==> src/rtl/pwm_fade_sequencer.sv <==
// pwm_fade_sequencer
// Sequences a breathing fade (ramp up, hold at peak, ramp down) across NCH
// PWM channels, one channel at a time, round-robin.
//
// Ports:
//   clk        rising-edge clock
//   rst        asynchronous active-high reset
//   en         clock enable; low freezes all state and outputs
//   start      one-cycle request to begin sequencing (ignored while busy)
//   stop       one-cycle request to stop after the current channel's fade
//   pwm_out    registered PWM outputs, only the active channel's bit may be high
//   active_ch  index of the channel being faded
//   duty       current duty of the active channel (clocks high per period)
//   busy       high whenever the sequencer is not idle
//   round_done one-cycle pulse when channel NCH-1 completes its fade
module pwm_fade_sequencer #(
  parameter int NCH      = 4,
  parameter int DW       = 5,
  parameter int MAX_DUTY = 16,
  parameter int PERIOD   = 32,
  parameter int HOLD     = 2
) (
  input  logic                     clk,
  input  logic                     rst,
  input  logic                     en,
  input  logic                     start,
  input  logic                     stop,
  output logic [NCH-1:0]           pwm_out,
  output logic [$clog2(NCH)-1:0]   active_ch,
  output logic [DW-1:0]            duty,
  output logic                     busy,
  output logic                     round_done
);

  localparam int CW = $clog2(PERIOD);
  localparam int HW = $clog2(HOLD + 1);
  localparam int AW = $clog2(NCH);

  typedef enum logic [1:0] {S_IDLE, S_UP, S_HOLD, S_DOWN} state_e;

  state_e          state_q, state_d;
  logic [CW-1:0]   cnt_q, cnt_d;
  logic [DW-1:0]   duty_q, duty_d;
  logic [HW-1:0]   hold_q, hold_d;
  logic [AW-1:0]   ach_q, ach_d;
  logic            pend_q, pend_d;
  logic [NCH-1:0]  pwm_q, pwm_d;
  logic            rd_q, rd_d;
  logic            tick;

  assign tick = (cnt_q == CW'(PERIOD - 1)) && en;

  always_comb begin
    state_d = state_q;
    cnt_d   = cnt_q;
    duty_d  = duty_q;
    hold_d  = hold_q;
    ach_d   = ach_q;
    pend_d  = pend_q;
    pwm_d   = '0;
    rd_d    = 1'b0;
    if (state_q == S_IDLE) begin
      cnt_d = '0;
      // start takes priority; a coincident stop is simply dropped
      if (start) begin
        state_d = S_UP;
        duty_d  = '0;
        ach_d   = '0;
        pend_d  = 1'b0;
      end
    end else begin
      cnt_d = tick ? '0 : cnt_q + CW'(1);
      pwm_d[ach_q] = (32'(cnt_q) < 32'(duty_q));
      if (stop) pend_d = 1'b1;
      // duty/state/channel move only at period boundaries so no period is cut short
      if (tick) begin
        case (state_q)
          S_UP: begin
            duty_d = duty_q + DW'(1);
            if (duty_q == DW'(MAX_DUTY - 1)) begin
              state_d = S_HOLD;
              hold_d  = '0;
            end
          end
          S_HOLD: begin
            hold_d = hold_q + HW'(1);
            if (hold_q == HW'(HOLD - 1)) state_d = S_DOWN;
          end
          S_DOWN: begin
            duty_d = duty_q - DW'(1);
            if (duty_q == DW'(1)) begin
              ach_d = (ach_q == AW'(NCH - 1)) ? '0 : ach_q + AW'(1);
              rd_d  = (ach_q == AW'(NCH - 1));
              if (pend_q || stop) begin
                state_d = S_IDLE;
                pend_d  = 1'b0;
              end else begin
                state_d = S_UP;
                duty_d  = '0;
              end
            end
          end
          default: ;
        endcase
      end
    end
  end

  always_ff @(posedge clk or posedge rst) begin
    if (rst) begin
      state_q <= S_IDLE;
      cnt_q   <= '0;
      duty_q  <= '0;
      hold_q  <= '0;
      ach_q   <= '0;
      pend_q  <= 1'b0;
      pwm_q   <= '0;
      rd_q    <= 1'b0;
    end else if (en) begin
      state_q <= state_d;
      cnt_q   <= cnt_d;
      duty_q  <= duty_d;
      hold_q  <= hold_d;
      ach_q   <= ach_d;
      pend_q  <= pend_d;
      pwm_q   <= pwm_d;
      rd_q    <= rd_d;
    end
  end

  assign pwm_out    = pwm_q;
  assign active_ch  = ach_q;
  assign duty       = duty_q;
  assign busy       = (state_q != S_IDLE);
  assign round_done = rd_q;

endmodule

==> config.mk <==
export PLATFORM = sky130hd
export DESIGN_NAME = pwm_fade_sequencer
export DESIGN_NICKNAME = d
export VERILOG_FILES = /design/src/rtl/pwm_fade_sequencer.sv
export SDC_FILE = /design/constraint.sdc
export NUM_CORES = 1
export LEC_CHECK = 0
export ABC_AREA = 1
export BUFFER_PORTS_ARGS = -buffer_cell sky130_fd_sc_hd__buf_2
export CORE_MARGIN = 8
export CORE_UTILIZATION = 54
export CTS_CLUSTER_DIAMETER = 120
export DETAILED_ROUTE_END_ITERATION = 7
export GPL_ROUTABILITY_DRIVEN = 0
export GPL_TIMING_DRIVEN = 0
export PLACE_DENSITY = 0.75
export SYNTH_ARGS = -nofsm -noshare
export SYNTH_HDL_FRONTEND = slang
export SYNTH_SLANG_ARGS = --single-unit
==> constraint.sdc <==
create_clock -name clk -period 2.2 [get_ports clk]
set_input_delay 0.44 -clock clk [delete_from_list [all_inputs] [get_ports clk]]
set_output_delay 0.44 -clock clk [all_outputs]
set_load 0.005 [all_outputs]
==> tab_implementation.tex <==
\begin{tabular}{lr}
\hline
Metric & Value \\
\hline
\multicolumn{2}{l}{\textbf{Global routing}} \\
Remaining global-route overflow & 0 \\
Vias in the first global route & 1,325 \\
Number of antenna violations at the first check in global routing & 0 \\
Largest net degree at the start of global routing & 23 \\
All-Layer GR Usage & 0.149 \\
Wire length of the first global-routing pass & 5540 microns \\
\multicolumn{2}{l}{\textbf{Routing}} \\
Detailed-router iteration count before antenna repair & 5 \\
Routed vias/inst & 5.22 \\
Remaining antenna violation count after routing & 0 \\
WL/cell & 12.5 microns \\
Drt initial violations & 75 \\
Number of DRC violations after detailed routing & 0 \\
Via Count & 1,316 \\
Wirelength, routed & 3150 microns \\
\multicolumn{2}{l}{\textbf{Setup path}} \\
Worst path cell trace & inv\_1 > ha\_1 > inv\_1 > buf\_2 \\
Slowest CP cell & dfrtp\_1 \\
Most Frequent Cell on Critical Path & inv\_1 \\
Startpoint type of the worst setup path & flop \\
Start-to-end type of the worst setup path & flop to output port \\
CP arrival & 1.62 ns \\
CP max FO & 7 \\
Number of cell instances on the worst register-to-register path & 11 \\
Req. time, crit path & 1.76 ns \\
Kind of end point of the critical path & output port \\
Biggest cell delay along the critical path & 0.44 ns \\
\multicolumn{2}{l}{\textbf{CTS}} \\
Count of cells resized by post-cts repair & 0 \\
CTS Buf Count & 3 \\
Hold-fix buffers, CTS & 0 \\
Latest clock arrival within the worst-skew pair & 0.32 ns \\
Max Root-Sink Buffers & 2 \\
H-tree lvl count & 1 \\
Clock-pin slew on the worst setup and hold paths & 0.13 ns \\
CTS tree & built \\
CTS root buf & clkbuf\_4 \\
Count of clock tree sinks & 22 \\
Number of buffers added for setup after CTS & 0 \\
\multicolumn{2}{l}{\textbf{Power and ir drop}} \\
Switching component of the power & 0.931 mW \\
Share of total power consumed by net switching & 0.455 \\
Internal power & 1.11 mW \\
Clock share of power & 0.156 \\
Power Dens Cells & 1220 mW/mm\^{}2 \\
Leakage power & 0.941 nW \\
Proportion of power drawn by combinational gates & 0.515 \\
Peak supply drop & 0.000876 V \\
Part of the power in registers & 0.329 \\
Pwr Total & 2.05 mW \\
\multicolumn{2}{l}{\textbf{Run status}} \\
Outcome & finished clean \\
\multicolumn{2}{l}{\textbf{Run}} \\
Max-capacitance violation count & 0 \\
\multicolumn{2}{l}{\textbf{Synthesis}} \\
Count of state elements after synthesis & 22 \\
Fraction of the yosys area taken by sequential cells & 0.366 \\
Cell types with the largest area share after synthesis & dfrtp\_1, nand2\_1, ha\_1 \\
Post-Synthesis Mean Instance Area & 7.52 sq um \\
Number of synthesized flops with an enable pin & 0 \\
Number of distinct library cells after synthesis & 23 \\
Area leader, netlist & dfrtp\_1 \\
Most instantiated flip-flop cell in the synthesis netlist & dfrtp\_1 \\
Post-Synthesis Cell Area & 0.00150 sq mm \\
Ys async rst share & 1.00 \\
Gate Count Post-Synth & 200 \\
Net count after synthesis & 224 \\
Count of synthesis-stage warnings from yosys & 0 \\
Proportion of netlist area held by the largest area contributor & 0.366 \\
\multicolumn{2}{l}{\textbf{STA}} \\
Setup Viol. Count Final & 0 \\
Worst-case clock skew & 0.00588 ns \\
Setup repair after global routing missed its margin & false \\
Final critical delay including setup and external delays & 2.06 ns \\
Fmax achieved & 484 MHz \\
Total negative setup slack & 0 ns \\
Actual transition at the worst max-transition pin & 0.833 ns \\
Setup WS post-layout & 0.135 ns \\
Period utilisation layout & 0.939 \\
Headroom to the max-slew limit & 0.444 \\
Number of hold violations in the final report & 0 \\
Max-slew violation count & 0 \\
\multicolumn{2}{l}{\textbf{Hold path}} \\
Class of the tightest hold or removal check & input port to asynchronous set/reset pin \\
\multicolumn{2}{l}{\textbf{Floorplanning}} \\
Die ar. & 0.00473 sq mm \\
Die span in x & 68.8 microns \\
Floorplan row count & 19 \\
Floorplan core area & 0.00271 sq mm \\
Number of primary I/O pins & 18 \\
Starting Density & 0.555 \\
Die extent in y & 68.8 microns \\
\multicolumn{2}{l}{\textbf{Cells and area}} \\
Fillers & 241 \\
Ratio of cells with drive above 1 in the final layout & 0.136 \\
P\&R area growth vs syn & 11.7\% \\
Most frequent standard cell in the layout excluding fill and tap cells & nand2\_1 \\
Final standard cell utilization of the core & 0.620 \\
Net total in the final layout & 246 \\
Most used cells in the layout excluding fill and tap cells & nand2\_1, inv\_1, dfrtp\_1 \\
Total inserted antenna cells & 0 \\
\multicolumn{2}{l}{\textbf{Placed design}} \\
Pre-CTS setup slack & 0.396 ns \\
PortBufs & 17 \\
Sum of net half-perimeters after detailed placement & 2410 microns \\
\hline
\end{tabular}
[state kept, by name (all words and copies together), names as in the netlist]
signal and count:
cnt_q 5, duty 5, pwm_out 4, active_ch 2
hold_q 2, state_q 2, pend_q 1, round_done 1
[final timing paths]
kind	from	end	slack, ns
worst max-delay path	state_q[0]$_DFFE_PP0P_	busy	0.14
worst min-delay path	rst	active_ch[1]$_DFFE_PP0P_	0.26
worst max register to register	cnt_q[1]$_DFFE_PP0P_	state_q[0]$_DFFE_PP0P_	0.38
worst min register to register	pwm_out[0]$_DFFE_PP0P_	pwm_out[0]$_DFFE_PP0P_	0.50
max in group asynchronous	rst	cnt_q[4]$_DFFE_PP0P_	1.43
min in group clk	en	cnt_q[2]$_DFFE_PP0P_	0.47
[cell usage after synthesis, types with 2 or more instances]
cell / instances
nand2_1: 69
inv_1: 28
dfrtp_1: 22
ha_1: 19
nand3_1: 15
nor2_1: 11
o21ai_0: 10
nor3_1: 4
a21oi_1: 3
nand4_1: 3
a32o_1: 2
o21ai_1: 2
or2_2: 2
[per-layer routing]
metal / routed length [microns] / up-vias / GRT usage
li1: - / 679 / -
met1: 1440 / 604 / 0.183
met2: 1550 / 31 / 0.259
met3: 137 / 2 / 0.0275
met4: 12 / 0 / 0.0476
met5: 0 / - / 0
[stage by stage]
step	std cells	cell area, sq um	hold slack (ns)
6_report	252	1680	0.260
4_1_cts	252	1680	0.297
3_5_place_dp	248	1630	0.466
3_3_place_gp	248	1630	0.466
2_1_floorplan	200	1500	0.429
5_1_grt	252	1680	0.352
[worst max-delay path: cells and delay by family (launching register included)]
family     cells  cell delay [ns]
fa+ha+maj      1             0.36
flops          1             0.44
buf+inv        3             0.50
[cell families after synthesis]
logic type      synth area share
buf+inv                   0.0774
fa+ha+maj                  0.158
simple gates               0.316
compound gates            0.0824
flops                      0.366
[power groups by stage]
| stage | Combinational [mW] | Sequential, mW | Clock [mW] |
|---|---|---|---|
| after CTS | 1.06 | 0.676 | 0.323 |
| after floorplan | 0.772 | 0.659 | 0 |
| after global placement | 1.00 | 0.672 | 0 |
| after global routing | 1.21 | 0.699 | 0.340 |
| final | 1.05 | 0.673 | 0.319 |
| after detailed placement | 1.05 | 0.683 | 0 |
[cell type report]
| cell class | instances | area, sq um | area share |
|---|---|---|---|
| Sequential cell | 22 | 551 | 0.328 |
| Buffer | 1 | 5.00 | 0.00298 |
| Clock inverter | 1 | 30.0 | 0.0179 |
| Inverter | 29 | 111 | 0.0663 |
| Timing Repair Buffer | 17 | 85.1 | 0.0506 |
| Tap cell | 31 | 38.8 | 0.0231 |
| Clock buffer | 3 | 22.5 | 0.0134 |
| Multi-Input combinational cell | 148 | 837 | 0.498 |
(Power assumes the default switching activity.)
